### src/rtl/ahb_apb_bridge.sv
// ahb_apb_bridge: AHB-Lite slave turning single transfers into APB4 accesses,
// holding the AHB data phase with wait states and mapping faults to the ERROR response.
module ahb_apb_bridge #(
   parameter int ADDR_WIDTH     = 32,
   parameter int DATA_WIDTH     = 32,
   parameter int PADDR_WIDTH    = 16,
   parameter int TIMEOUT_CYCLES = 256
) (
   input  logic                   clk,
   input  logic                   rst,
   input  logic                   hsel,
   input  logic [ADDR_WIDTH-1:0]  haddr,
   input  logic                   hwrite,
   input  logic [2:0]             hsize,
   input  logic [1:0]             htrans,
   input  logic [DATA_WIDTH-1:0]  hwdata,
   output logic [DATA_WIDTH-1:0]  hrdata,
   output logic                   hready,
   output logic                   hresp,
   output logic [PADDR_WIDTH-1:0] paddr,
   output logic                   psel,
   output logic                   penable,
   output logic                   pwrite,
   output logic [DATA_WIDTH-1:0]  pwdata,
   output logic [3:0]             pstrb,
   input  logic [DATA_WIDTH-1:0]  prdata,
   input  logic                   pready,
   input  logic                   pslverr
);
   localparam int CW = TIMEOUT_CYCLES > 0 ? $clog2(TIMEOUT_CYCLES + 1) : 1;
   typedef enum logic [2:0] {IDLE, WDATA, SETUP, ACCESS, ERR1, ERR2} state_t;
   state_t                 state, state_d;
   logic [1:0]             size, size_d;
   logic [CW-1:0]          cnt, cnt_d;
   logic [DATA_WIDTH-1:0]  hrdata_d, pwdata_d;
   logic [PADDR_WIDTH-1:0] paddr_d;
   logic [3:0]             pstrb_d;
   logic                   hready_d, hresp_d, psel_d, penable_d, pwrite_d;
   logic                   accept, illegal, timeout, done_ok, unused;
   assign accept  = hsel && htrans[1] && (state == IDLE || state == ERR2);
   assign illegal = hsize > 3'd2 || (hsize == 3'd2 && haddr[1:0] != 2'b00) || (hsize == 3'd1 && haddr[0]);
   assign timeout = TIMEOUT_CYCLES != 0 && cnt == CW'(TIMEOUT_CYCLES - 1);
   assign done_ok = pready && !pslverr;
   // Upper address bits are decoded by the interconnect into hsel.
   assign unused  = ^{haddr[ADDR_WIDTH-1:PADDR_WIDTH], htrans[0]};
   always_comb begin
      state_d   = state;
      size_d    = size;
      cnt_d     = cnt;
      hready_d  = hready;
      hresp_d   = hresp;
      hrdata_d  = hrdata;
      paddr_d   = paddr;
      psel_d    = psel;
      penable_d = penable;
      pwrite_d  = pwrite;
      pwdata_d  = pwdata;
      pstrb_d   = pstrb;
      case (state)
         IDLE, ERR2: begin
            state_d  = !accept ? IDLE : illegal ? ERR1 : WDATA;
            hready_d = !accept;
            hresp_d  = accept && illegal;
            if (accept && !illegal) begin
               paddr_d  = haddr[PADDR_WIDTH-1:0];
               pwrite_d = hwrite;
               size_d   = hsize[1:0];
            end
         end
         WDATA: begin
            state_d  = SETUP;
            psel_d   = 1'b1;
            pwdata_d = pwrite ? hwdata : pwdata;
            pstrb_d  = !pwrite ? 4'b0000 :
                       size == 2'd0 ? 4'b0001 << paddr[1:0] :
                       size == 2'd1 ? (paddr[1] ? 4'b1100 : 4'b0011) : 4'b1111;
         end
         SETUP: begin
            state_d   = ACCESS;
            penable_d = 1'b1;
            cnt_d     = '0;
         end
         ACCESS: begin
            cnt_d = cnt + CW'(1);
            if (pready || timeout) begin
               state_d   = done_ok ? IDLE : ERR1;
               psel_d    = 1'b0;
               penable_d = 1'b0;
               hready_d  = done_ok;
               hresp_d   = !done_ok;
               hrdata_d  = done_ok && !pwrite ? prdata : hrdata;
            end
         end
         ERR1: begin
            state_d  = ERR2;
            hready_d = 1'b1;
            hresp_d  = 1'b1;
         end
         default: state_d = IDLE;
      endcase
   end
   always_ff @(posedge clk) begin
      if (rst) begin
         state   <= IDLE;
         size    <= '0;
         cnt     <= '0;
         hready  <= 1'b1;
         hresp   <= 1'b0;
         hrdata  <= '0;
         paddr   <= '0;
         psel    <= 1'b0;
         penable <= 1'b0;
         pwrite  <= 1'b0;
         pwdata  <= '0;
         pstrb   <= '0;
      end else begin
         state   <= state_d;
         size    <= size_d;
         cnt     <= cnt_d;
         hready  <= hready_d;
         hresp   <= hresp_d;
         hrdata  <= hrdata_d;
         paddr   <= paddr_d;
         psel    <= psel_d;
         penable <= penable_d;
         pwrite  <= pwrite_d;
         pwdata  <= pwdata_d;
         pstrb   <= pstrb_d;
      end
   end
endmodule
### config.mk
export PLATFORM = sky130hd
export DESIGN_NAME = ahb_apb_bridge
export DESIGN_NICKNAME = d
export VERILOG_FILES = /design/src/rtl/ahb_apb_bridge.sv
export SDC_FILE = /design/constraint.sdc
export NUM_CORES = 1
export LEC_CHECK = 0
export CAP_MARGIN = 40
export CORE_ASPECT_RATIO = 1.25
export CORE_MARGIN = 5
export CORE_UTILIZATION = 52
export DETAILED_ROUTE_END_ITERATION = 6
export DONT_BUFFER_PORTS = 1
export PLACE_DENSITY_LB_ADDON = 0.05
export SETUP_SLACK_MARGIN = 0.05
export SYNTH_ARGS = -nofsm -noshare
export SYNTH_HDL_FRONTEND = slang
export SYNTH_SLANG_ARGS = --single-unit
### constraint.sdc
create_clock -name clk -period 2.3 [get_ports clk]
set_clock_uncertainty 0.1 [all_clocks]
set_input_delay 0.345 -clock clk [delete_from_list [all_inputs] [get_ports clk]]
set_output_delay 0.345 -clock clk [all_outputs]
set_load 0.005 [all_outputs]
==> Yosys cells after proc, flatten, opt, wreduce, memory -nomap -nowiden <==
Cells that the tools add are included.
{ "op_classes": {"n_eq_ne": 10, "magnitude_cmp": 1, "shifts": 1, "n_mux": 17, "n_reduce_logical": 30, "add_sub_neg": 1} }
{ "ops": {"columns": ["cell", "n"], "rows": [
  ["$pmux 9 s2", 1],
  ["$mux 4", 4],
  ["$pmux 3 s5", 1],
  ["$mux 3", 4],
  ["$reduce_and 2->1", 5],
  ["$add 9x1->9 const B", 1],
  ["$eq 3x2->1 const B", 3],
  ["$eq 9x8->1 const B", 1],
  ["$logic_and 1x1->1", 8],
  ["$eq 3x1->1 const B", 2],
  ["$eq 3x3->1 const B", 2],
  ["$pmux 1 s3", 2],
  ["$reduce_bool 2->1", 3],
  ["$logic_not 1->1", 5],
  ["$logic_or 1x1->1", 4],
  ["$pmux 1 s2", 2],
  ["$shl 1x2->4 const A", 1],
  ["$gt 3x2->1 const B", 1],
  ["$logic_not 3->1", 1],
  ["$mux 1", 3],
  ["$reduce_and 3->1", 1],
  ["$reduce_bool 3->1", 1],
  ["$eq 2x1->1 const B", 1],
  ["$logic_not 2->1", 1],
  ["other kinds (2)", 2]
]} }
{ "word_totals": {"input_bits": 107, "word_cells": 72, "regBits": 103, "output_inout_bits": 89} }

==> Logic depth before layout (Yosys ltp) <==
Gate-level depths: netlist of the first run.
{ "depth": {"ltp_word": 7, "mapped_depth": 8} }

==> Worst setup path before layout of the first run <==
Ideal clock, no wire load.
{ "synth_timing": {"kind": "flip-flop to flip-flop", "from": "register cnt[0]", "to": "register hresp", "required_time_ns": 2.114, "t_arrival_ns": 1.579, "setup_time_ns": 0.086, "synth_period_minus_slack_ns": 1.765, "slack_ns": 0.535, "stages_incl_launch_ff": 9, "cell_sequence": "dfxtp_1 > ha_1 > nand3_1 > nor3_1 > ha_1 > o21ai_0 > mux2i_1 > nor2_1 > a211oi_1"} }
{ "synth_between": {"elab_chain_cells": 4} }
{ "synth_lines": {"columns": ["element", "line_no", "text"], "rows": [
  ["start: declaration", "34", "logic [CW-1:0] cnt, cnt_d;"],
  ["start signal: assignment", "119", "cnt <= cnt_d;"],
  ["$eq 9x8->1", "42", "assign timeout = TIMEOUT_CYCLES != 0 && cnt == CW'(TIMEOUT_CYCLES - 1);"],
  ["$logic_or 1x1->1", "85", "if (pready || timeout) begin"],
  ["$ne 2x2->1 (no source line)", null, null],
  ["$reduce_and 2->1 (no source line)", null, null],
  ["end signal: assignment", "121", "hresp <= hresp_d;"],
  ["end: declaration", "19", "output logic hresp,"]
]} }
Every way passes these cells.
A chain may end at the register's enable or synchronous reset.

==> Final worst setup path of the first run <==
{ "layout_timing": {"from": "register cnt[1]", "to": "register hresp"} }
Same word-level chain as after synthesis.

==> summary.md, run 1 <==
| Metric | Value |
|---|---|
| Drt initial violations | ~120 |
| # DRC | 0 |
| Slew headroom | roughly 69% |
| Die height | 109 um |
| Post-synthesis mux area share | between 4 and 5% |
| H-tree depth | 3 |
| Slowest cell on crit path | dfxtp_1 |
| Seq/Total Area, Yosys | about half |
| Worst-path cell chain | ha_1 -> nand3_1 -> nor3_1 -> ha_2 -> o21ai_0 -> mux2i_1 -> nor2_1 -> a211oi_1 |
| Layout cells sized above 1 | under 10% |
| Final WL | approximately 10000 um |
| Routed Antenna Nets | 0 |
| Gate power share | 7.2% |
| Fin nets | just over 600 |
| Final setup vio count | 0 |
| Crit path launch type | flip-flop |
| Compound-gate portion of the synthesized area | approximately 15% |
| Fmax | ~500 MHz |
| Dpl ws | around 0.26 ns |
| CTS Buffer Depth | 2 |
| Clock Latency Late Sink | 0.35 ns |
| Netlist cell types | 43 |
| Flops & latches, synth | 103 |
| Commonest non-fill, non-tap cell in the layout | nand2_1 |
| Clock power frac | 35.7% |
| Core area | roughly 7700 um2 |
| Most frequent cells in the layout | nand2_1, dfxtp_1, a21oi_1 |
| Clk slew on worst S/H paths | 0.09 ns |
| Routed WL per cell | 15.8 um |
| DPL Wire Length | 6260 um |
| # IOs | 196 |
| Worst r2r src | cnt[1] |
| PwrDens | 687 nW/um2 |
| Setup TNS | 0 ns |
| CP max stage delay | slightly below 0.4 ns |
| Rows | 36 |
| EDFF count, synth | 0 |
| Largest family of logic cells by synthesized area | simple AND/OR/NAND/NOR gates |
| Largest net degree at the start of global routing | a little under 90 |
| RSZ-0062 raised after global routing | false |
| Switch share | between 20 and 25% |
| Final worst-path cycle share | ~87% |
| Final WS setup | 0.288 ns |
| NetSw | 737 uW |
| Max_cap viols | 0 |
| Initial antenna violation count | 0 |
| Gpl congestion | ~0.78 |
| Slew @ Worst Pin | between 0.4 and 0.5 ns |
| Worst min path class | in -> reg |
| Hold path startpoint | hwdata[1] |
| Die Span X | between 80 and 90 um |
| Fin. Hold Viols | 0 |
| Number of global-route vias before repair | 3127 |
| Fin crit period | between 2 and 2.5 ns |
| Internal Power | roughly 2.5 mW |
| Worst r2r dst | hresp |
| Min-Delay Endpoint | pwdata[1] |
| Crit path required time | 2.47 ns |
| Via density | ~5.4 |
| Port Buf Inserts | 0 |
| Critical Path AT | between 2 and 2.5 ns |
| Worst VDD drop | between 0.4 and 0.5 mV |
| Setup crit end kind | flip-flop |
| First-pass GRT wire length | 14900 um |
| Number of inserted diodes | 0 |
| GRT overflow | 0 |
| Pins Over Slew Limit | 0 |
| Post-Synthesis Net Count | ~600 |
| Worst R2R Setup Slack | ~0.29 ns |
| Adder-cell share of the synthesized area | less than 1% |
| Starting Density | around 53% |
| Total CTS buffers | 9 |
| Clock Sinks | 103 |
| Syn Inst Count | 493 |
| Syn Area/Cell | 8.32 um2 |
| Number of synthesis warnings | 0 |
| Synth-to-layout area growth | 14.5% |
| Vias | 3309 |
| Synth Area in Simple Gates | between 20% and 30% |
| Crit path buf inv count | 0 |
| Delay-heaviest family, CP | simple AND/OR/NAND/NOR gates |
| Async S/R FF share, synth | 0% |
| Sequential share of power | between 50% and 60% |
| Post-synthesis xor/xnor area fraction | less than 1% |
| Ys flop type | dfxtp_1 |
| Worst R2R Path Depth | 8 |
| Hold path depth | 2 |
| DIE AREA | 9780 um2 |
| Status | complete, no violations |
| FILL cells | ~690 |
| CTS Root Cell | clkbuf_8 |
| CP Class | reg -> reg |
| GRT Util Overall | approximately a fifth |
| Cell area after synthesis | roughly 4100 um2 |
| CTS tree | built |
| Initial DRT Pass Iterations | 4 |
| CP max FO | 5 |
| Leakage | 1.55 nW |
-- flip-flops by register name, summed over array words and instances, names as in the netlist --
name	cells
cnt	9
hrdata	32
hready	1
hresp	1
paddr	16
penable	1
psel	1
pstrb	4
pwdata	32
pwrite	1
size	2
state	3
-- worst reg2reg max path, delay by kind of cell (launching register included) --
| family | cells | cell delay, ns |
|---|---|---|
| adder cells (fa/ha/maj) | 2 | 0.45 |
| AO/OA/AOI/OAI | 2 | 0.27 |
| AND/OR/NAND/NOR | 3 | 0.50 |
| multiplexers | 1 | 0.24 |
| flip-flops | 1 | 0.39 |
-- worst max-delay path by stage --
stage / to / cells after the start / startpoint / slack [ns]
4_1_cts: hresp / 8 / cnt[0] / 0.24
6_report: hresp / 8 / cnt[1] / 0.29
5_1_grt: hresp / 8 / cnt[1] / 0.06
3_3_place_gp: hresp / 8 / cnt[0] / 0.34
3_5_place_dp: hresp / 8 / cnt[0] / 0.26
2_1_floorplan: hresp / 8 / cnt[0] / 0.54
-- synthesized netlist by cell type (2+ instances only) --
cell type | n | area [um2]
a211oi_1 | 2 | 15.0
a21o_1 | 3 | 22.5
a21oi_1 | 80 | 400
a22oi_1 | 2 | 15.0
and4_1 | 2 | 17.5
buf_2 | 7 | 35.0
buf_6 | 5 | 56.3
clkbuf_1 | 19 | 71.3
dfxtp_1 | 103 | 2060
ha_1 | 2 | 25.0
inv_1 | 4 | 15.0
mux2i_1 | 19 | 190
nand2_1 | 136 | 510
nand2b_1 | 36 | 225
nand3_1 | 4 | 20.0
nand4_1 | 2 | 12.5
nor2_1 | 19 | 71.3
nor2_4 | 2 | 22.5
nor2b_1 | 3 | 18.8
nor3_1 | 4 | 20.0
o21a_1 | 2 | 15.0
o21ai_0 | 12 | 60.1
o21bai_1 | 3 | 22.5
o31ai_1 | 2 | 15.0
or4b_1 | 2 | 20.0
-- per-stage QoR --
stage                     instance area [um2]  total power [mW]  util [%]  hold WS (ns)  instances
after floorplan                          4100              2.04         -         0.348        493
after global placement                   4100              2.04      52.9         0.325        561
after detailed placement                 4100              2.04      52.9         0.326        561
after CTS                                4670              3.27      60.3      0.000140        612
after global routing                     4700              3.38      60.6       0.00109        614
final                                    4700              3.23      60.6        0.0192        614
-- power groups by stage --
stage	Combinational, mW	Sequential [mW]	Clock [mW]
after floorplan	0.172	1.87	0
after global placement	0.154	1.88	0
after detailed placement	0.156	1.89	0
after CTS	0.231	1.84	1.20
after global routing	0.258	1.85	1.27
final	0.234	1.84	1.15
-- cells by family (layout without fill, tap and decap cells) --
logic type               after synthesis  after routing
multiplexers                          19             19
AND/OR/NAND/NOR                      220            220
buffers and inverters                 38             64
flip-flops                           103            103
XOR/XNOR                               1              1
adder cells (fa/ha/maj)                2              2
AO/OA/AOI/OAI                        110            110
-- repair_timing --
item                       CTS  global route
buffers inserted             0             0
hold endpoints to repair    86             2
setup endpoints to repair    0             1
hold buffers                35             2
gates resized for setup      0             2
-- layer usage --
layer	part of all wire [%]	track usage [%]
met1	37	21.9
met2	50	32.4
met3	10	7.42
met4	2.1	9.36
met5	0	0
-- cell type report --
cell class,count,area (um2),area share (%)
Sequential cell,103,2060,43.9
Multi-Input combinational cell,352,1840,39.2
Clock buffer,11,151,3.22
Tap cell,95,119,2.53
Clock inverter,5,56.3,1.20
Timing Repair Buffer,44,453,9.64
Inverter,4,15.0,0.320
Note: power is estimated with default switching activity, not from simulation.
==> inputs of run 2 (changes only) <==
--- a/config.mk
+++ b/config.mk
@@ -9,6 +9,7 @@
 export CORE_ASPECT_RATIO = 1.25
 export CORE_MARGIN = 5
 export CORE_UTILIZATION = 52
+export CTS_BUF_LIST = sky130_fd_sc_hd__clkbuf_8 sky130_fd_sc_hd__clkbuf_16
 export DETAILED_ROUTE_END_ITERATION = 6
 export DONT_BUFFER_PORTS = 1
 export PLACE_DENSITY_LB_ADDON = 0.05
==> results of run 2 <==
Final layout, timing and power as in run 1 (identical DEF).
==> inputs of run 3 (changes only) <==
--- a/config.mk
+++ b/config.mk
@@ -5,6 +5,7 @@
 export SDC_FILE = /design/constraint.sdc
 export NUM_CORES = 1
 export LEC_CHECK = 0
+export ABC_AREA = 1
 export CAP_MARGIN = 40
 export CORE_ASPECT_RATIO = 1.25
 export CORE_MARGIN = 5
@@ -12,6 +13,7 @@
 export CTS_BUF_LIST = sky130_fd_sc_hd__clkbuf_8 sky130_fd_sc_hd__clkbuf_16
 export DETAILED_ROUTE_END_ITERATION = 6
 export DONT_BUFFER_PORTS = 1
+export HOLD_SLACK_MARGIN = 0.06
 export PLACE_DENSITY_LB_ADDON = 0.05
 export SETUP_SLACK_MARGIN = 0.05
 export SYNTH_ARGS = -nofsm -noshare
==> summary.md, run 3 <==
| Metric | Value |
|---|---|
| Fin. Hold Viols | 0 |
| # DRC | 0 |
| Slew headroom | about 65% |
| Fmax | around 500 MHz |
| Total CTS buffers | 9 |
| Worst min path class | in -> reg |
| Vias | between 3000 and 4000 |
| Worst VDD drop | around 0.5 mV |
| Final setup vio count | 0 |
| Dpl ws | ~0.36 ns |
| Initial DRT Pass Iterations | 4 |
| Top Registers | hrdata: 32 flops, pwdata: 32 flops, paddr: 16 flops |
| GRT Util Overall | 22.9% |
| Final worst-path cycle share | between 80% and 90% |
| PwrDens | approximately 670 nW/um2 |
| Number of synthesis warnings | 0 |
| CP Class | reg -> reg |
| Clk slew on worst S/H paths | 0.09 ns |
| Netlist cell types | 26 |
| Core area | around 7700 um2 |
| Largest net degree at the start of global routing | 40 |
| CP max FO | 4 |
| Via density | between 5 and 6 |
| Gpl congestion | about 0.78 |
| EDFF count, synth | 0 |
| Port Buf Inserts | 0 |
| CTS Root Cell | clkbuf_8 |
| Die Span X | approximately 89 um |
| Worst R2R Path Depth | 14 |
| Starting Density | between 50% and 60% |
| Cell mode on critical path | nand2_1 |
| Syn Inst Count | ~570 |
| Most frequent cell after synthesis | nor2_1 |
| Die height | about 110 um |
| Number of global-route vias before repair | approximately 3600 |
| Fin nets | about 750 |
| Post-synth top area cell | dfxtp_1 |
| Fin crit period | between 1.5 and 2 ns |
| Number of inserted diodes | 0 |
| GRT overflow | 0 |
| Placed insts | about 640 |
| Worst-path cell chain | ha_1 -> nand4_1 -> nor2_1 -> nand2_1 -> nor2_1 -> ha_1 -> nor2_1 -> inv_1 -> a21oi_1 -> nand2_1 -> nand2_1 -> inv_1 -> nand2_1 -> inv_1 |
| Non-filler instance count after layout | 736 |
| Ys flop type | dfxtp_1 |
| Slowest cell on crit path | dfxtp_1 |
| DIE AREA | slightly below 10000 um2 |
| Max_cap viols | 0 |
| Flops & latches, synth | about 100 |
| Pwr Total | 3.38 mW |
| Rows | 36 |
| Most frequent cells in the layout | nor2_1, dfxtp_1, nand2_1 |
| Worst hold slack | ~0.080 ns |
| Slew @ Worst Pin | between 0.5 and 0.6 ns |
| Crit path required time | between 2 and 2.5 ns |
| Layout cells sized above 1 | about 5.6% |
| Syn Area/Cell | a little over 7 um2 |
| Hold path depth | 4 |
| Drt initial violations | around 280 |
| Commonest non-fill, non-tap cell in the layout | nor2_1 |
| Initial antenna violation count | 0 |
| Setup crit end kind | flip-flop |
| CP max stage delay | approximately 0.35 ns |
| Area occupied by multi-input gates | roughly 1700 um2 |
| Final WS setup | between 0.3 and 0.4 ns |
| Post-CTS Setup Bufs | 0 |
| Largest cells by area after synthesis | dfxtp_1, nor2_1, nand2_1 |
| # IOs | between 150 and 200 |
| Synth-to-layout area growth | 24.9% |
| Clock Latency Late Sink | 0.35 ns |
| Cell area after synthesis | 4070 um2 |
| Most frequent cells after synthesis | nor2_1, dfxtp_1, nand2_1, o21ai_0, inv_1 |
| Routed WL per cell | 14.9 um |
| Seq/Total Area, Yosys | between 50% and 60% |
| Clock Sinks | slightly above 100 |
| Area share of the leading cell type in the synthesized netlist | between 50% and 60% |
| Post-Synthesis Net Count | between 600 and 700 |
| H-tree depth | 3 |
| Critical Path AT | 2.12 ns |
| First-pass GRT wire length | between 15000 and 20000 um |
| Async S/R FF share, synth | 0% |
| Register area | between 2000 and 2500 um2 |
| Setup TNS | 0 ns |
| RSZ-0062 raised after global routing | false |
| Leakage | 2.27 nW |
| Pins Over Slew Limit | 0 |
| Status | complete, no violations |
| CTS Buffer Depth | 2 |
| FILL cells | ~650 |
| Routed Antenna Nets | 0 |
| Crit path launch type | flip-flop |
| DPL Wire Length | 7050 um |
| CTS tree | built |
| Final WL | approximately 11000 um |
==> run 3: cell count changes after synthesis, moves of 10 or more <==
cell / delta
a21oi_1: -65
clkbuf_1: -10
inv_1: +40
mux2i_1: -19
nand2_1: -43
nand2b_1: -36
nor2_1: +165
o21ai_0: +51
o21ai_1: +11
==> run 3: power by group <==
part	internal [mW]	switching (mW)	total [mW]
sequential	1.83	0.0452	1.88
combinational	0.166	0.189	0.355
clock	0.573	0.575	1.15
total	2.57	0.809	3.38
==> run 3: area by class of cell <==
class / count / area share (%)
timing repair buffer: 84 / 16.6
multi-input combinational: 390 / 32.7
clock inverter: 1 / 0.148
tap: 95 / 2.34
inverter: 48 / 3.55
clock buffer: 15 / 4.07
sequential: 103 / 40.6
==> run 3: per-stage QoR <==
step,utilization [%],area (um2)
after global placement,52.8,4060
after floorplan,-,4070
after CTS,65.9,5080
final,65.9,5080
after detailed placement,53.1,4090
after global routing,65.9,5080
==> run 3: cell families (layout without fill, tap and decap cells) <==
group	count (synthesis)	count (layout)	synth area share (%)
flip-flops	103	103	50.7
buffers and inverters	75	148	8.49
AND/OR/NAND/NOR	295	295	28.5
AO/OA/AOI/OAI	93	93	11.7
adder cells (fa/ha/maj)	2	2	0.615
==> run 3: worst max-delay path: cells and delay by family, from the launching register on <==
family                   cells  cell delay (ns)
adder cells (fa/ha/maj)      2             0.41
AO/OA/AOI/OAI                1             0.27
buffers and inverters        3             0.14
AND/OR/NAND/NOR              8             0.60
flip-flops                   1             0.35
==> run 3: path summary, 6_finish.rpt <==
kind	startpoint	to	slack, ns
setup / recovery	cnt[0]	hresp	0.35
setup reg to reg	cnt[0]	hresp	0.35
hold / removal	haddr[3]	paddr[3]	0.08
hold reg to reg	cnt[5]	cnt[5]	0.36
==> run 3: what timing repair did <==
item | CTS | global route
hold buffers | 77 | 0
gates resized for setup | 0 | 0
hold endpoints to repair | 88 | 0
==> run 3: routing by layer <==
layer / vias up / share of wire [%] / global-route usage, %
met3: 33 / 9.5 / 8.01
met1: 1681 / 37 / 25.6
met2: 162 / 50 / 38.7
li1: 1888 / - / -
met5: - / 0 / 0
met4: 0 / 3.5 / 10.3
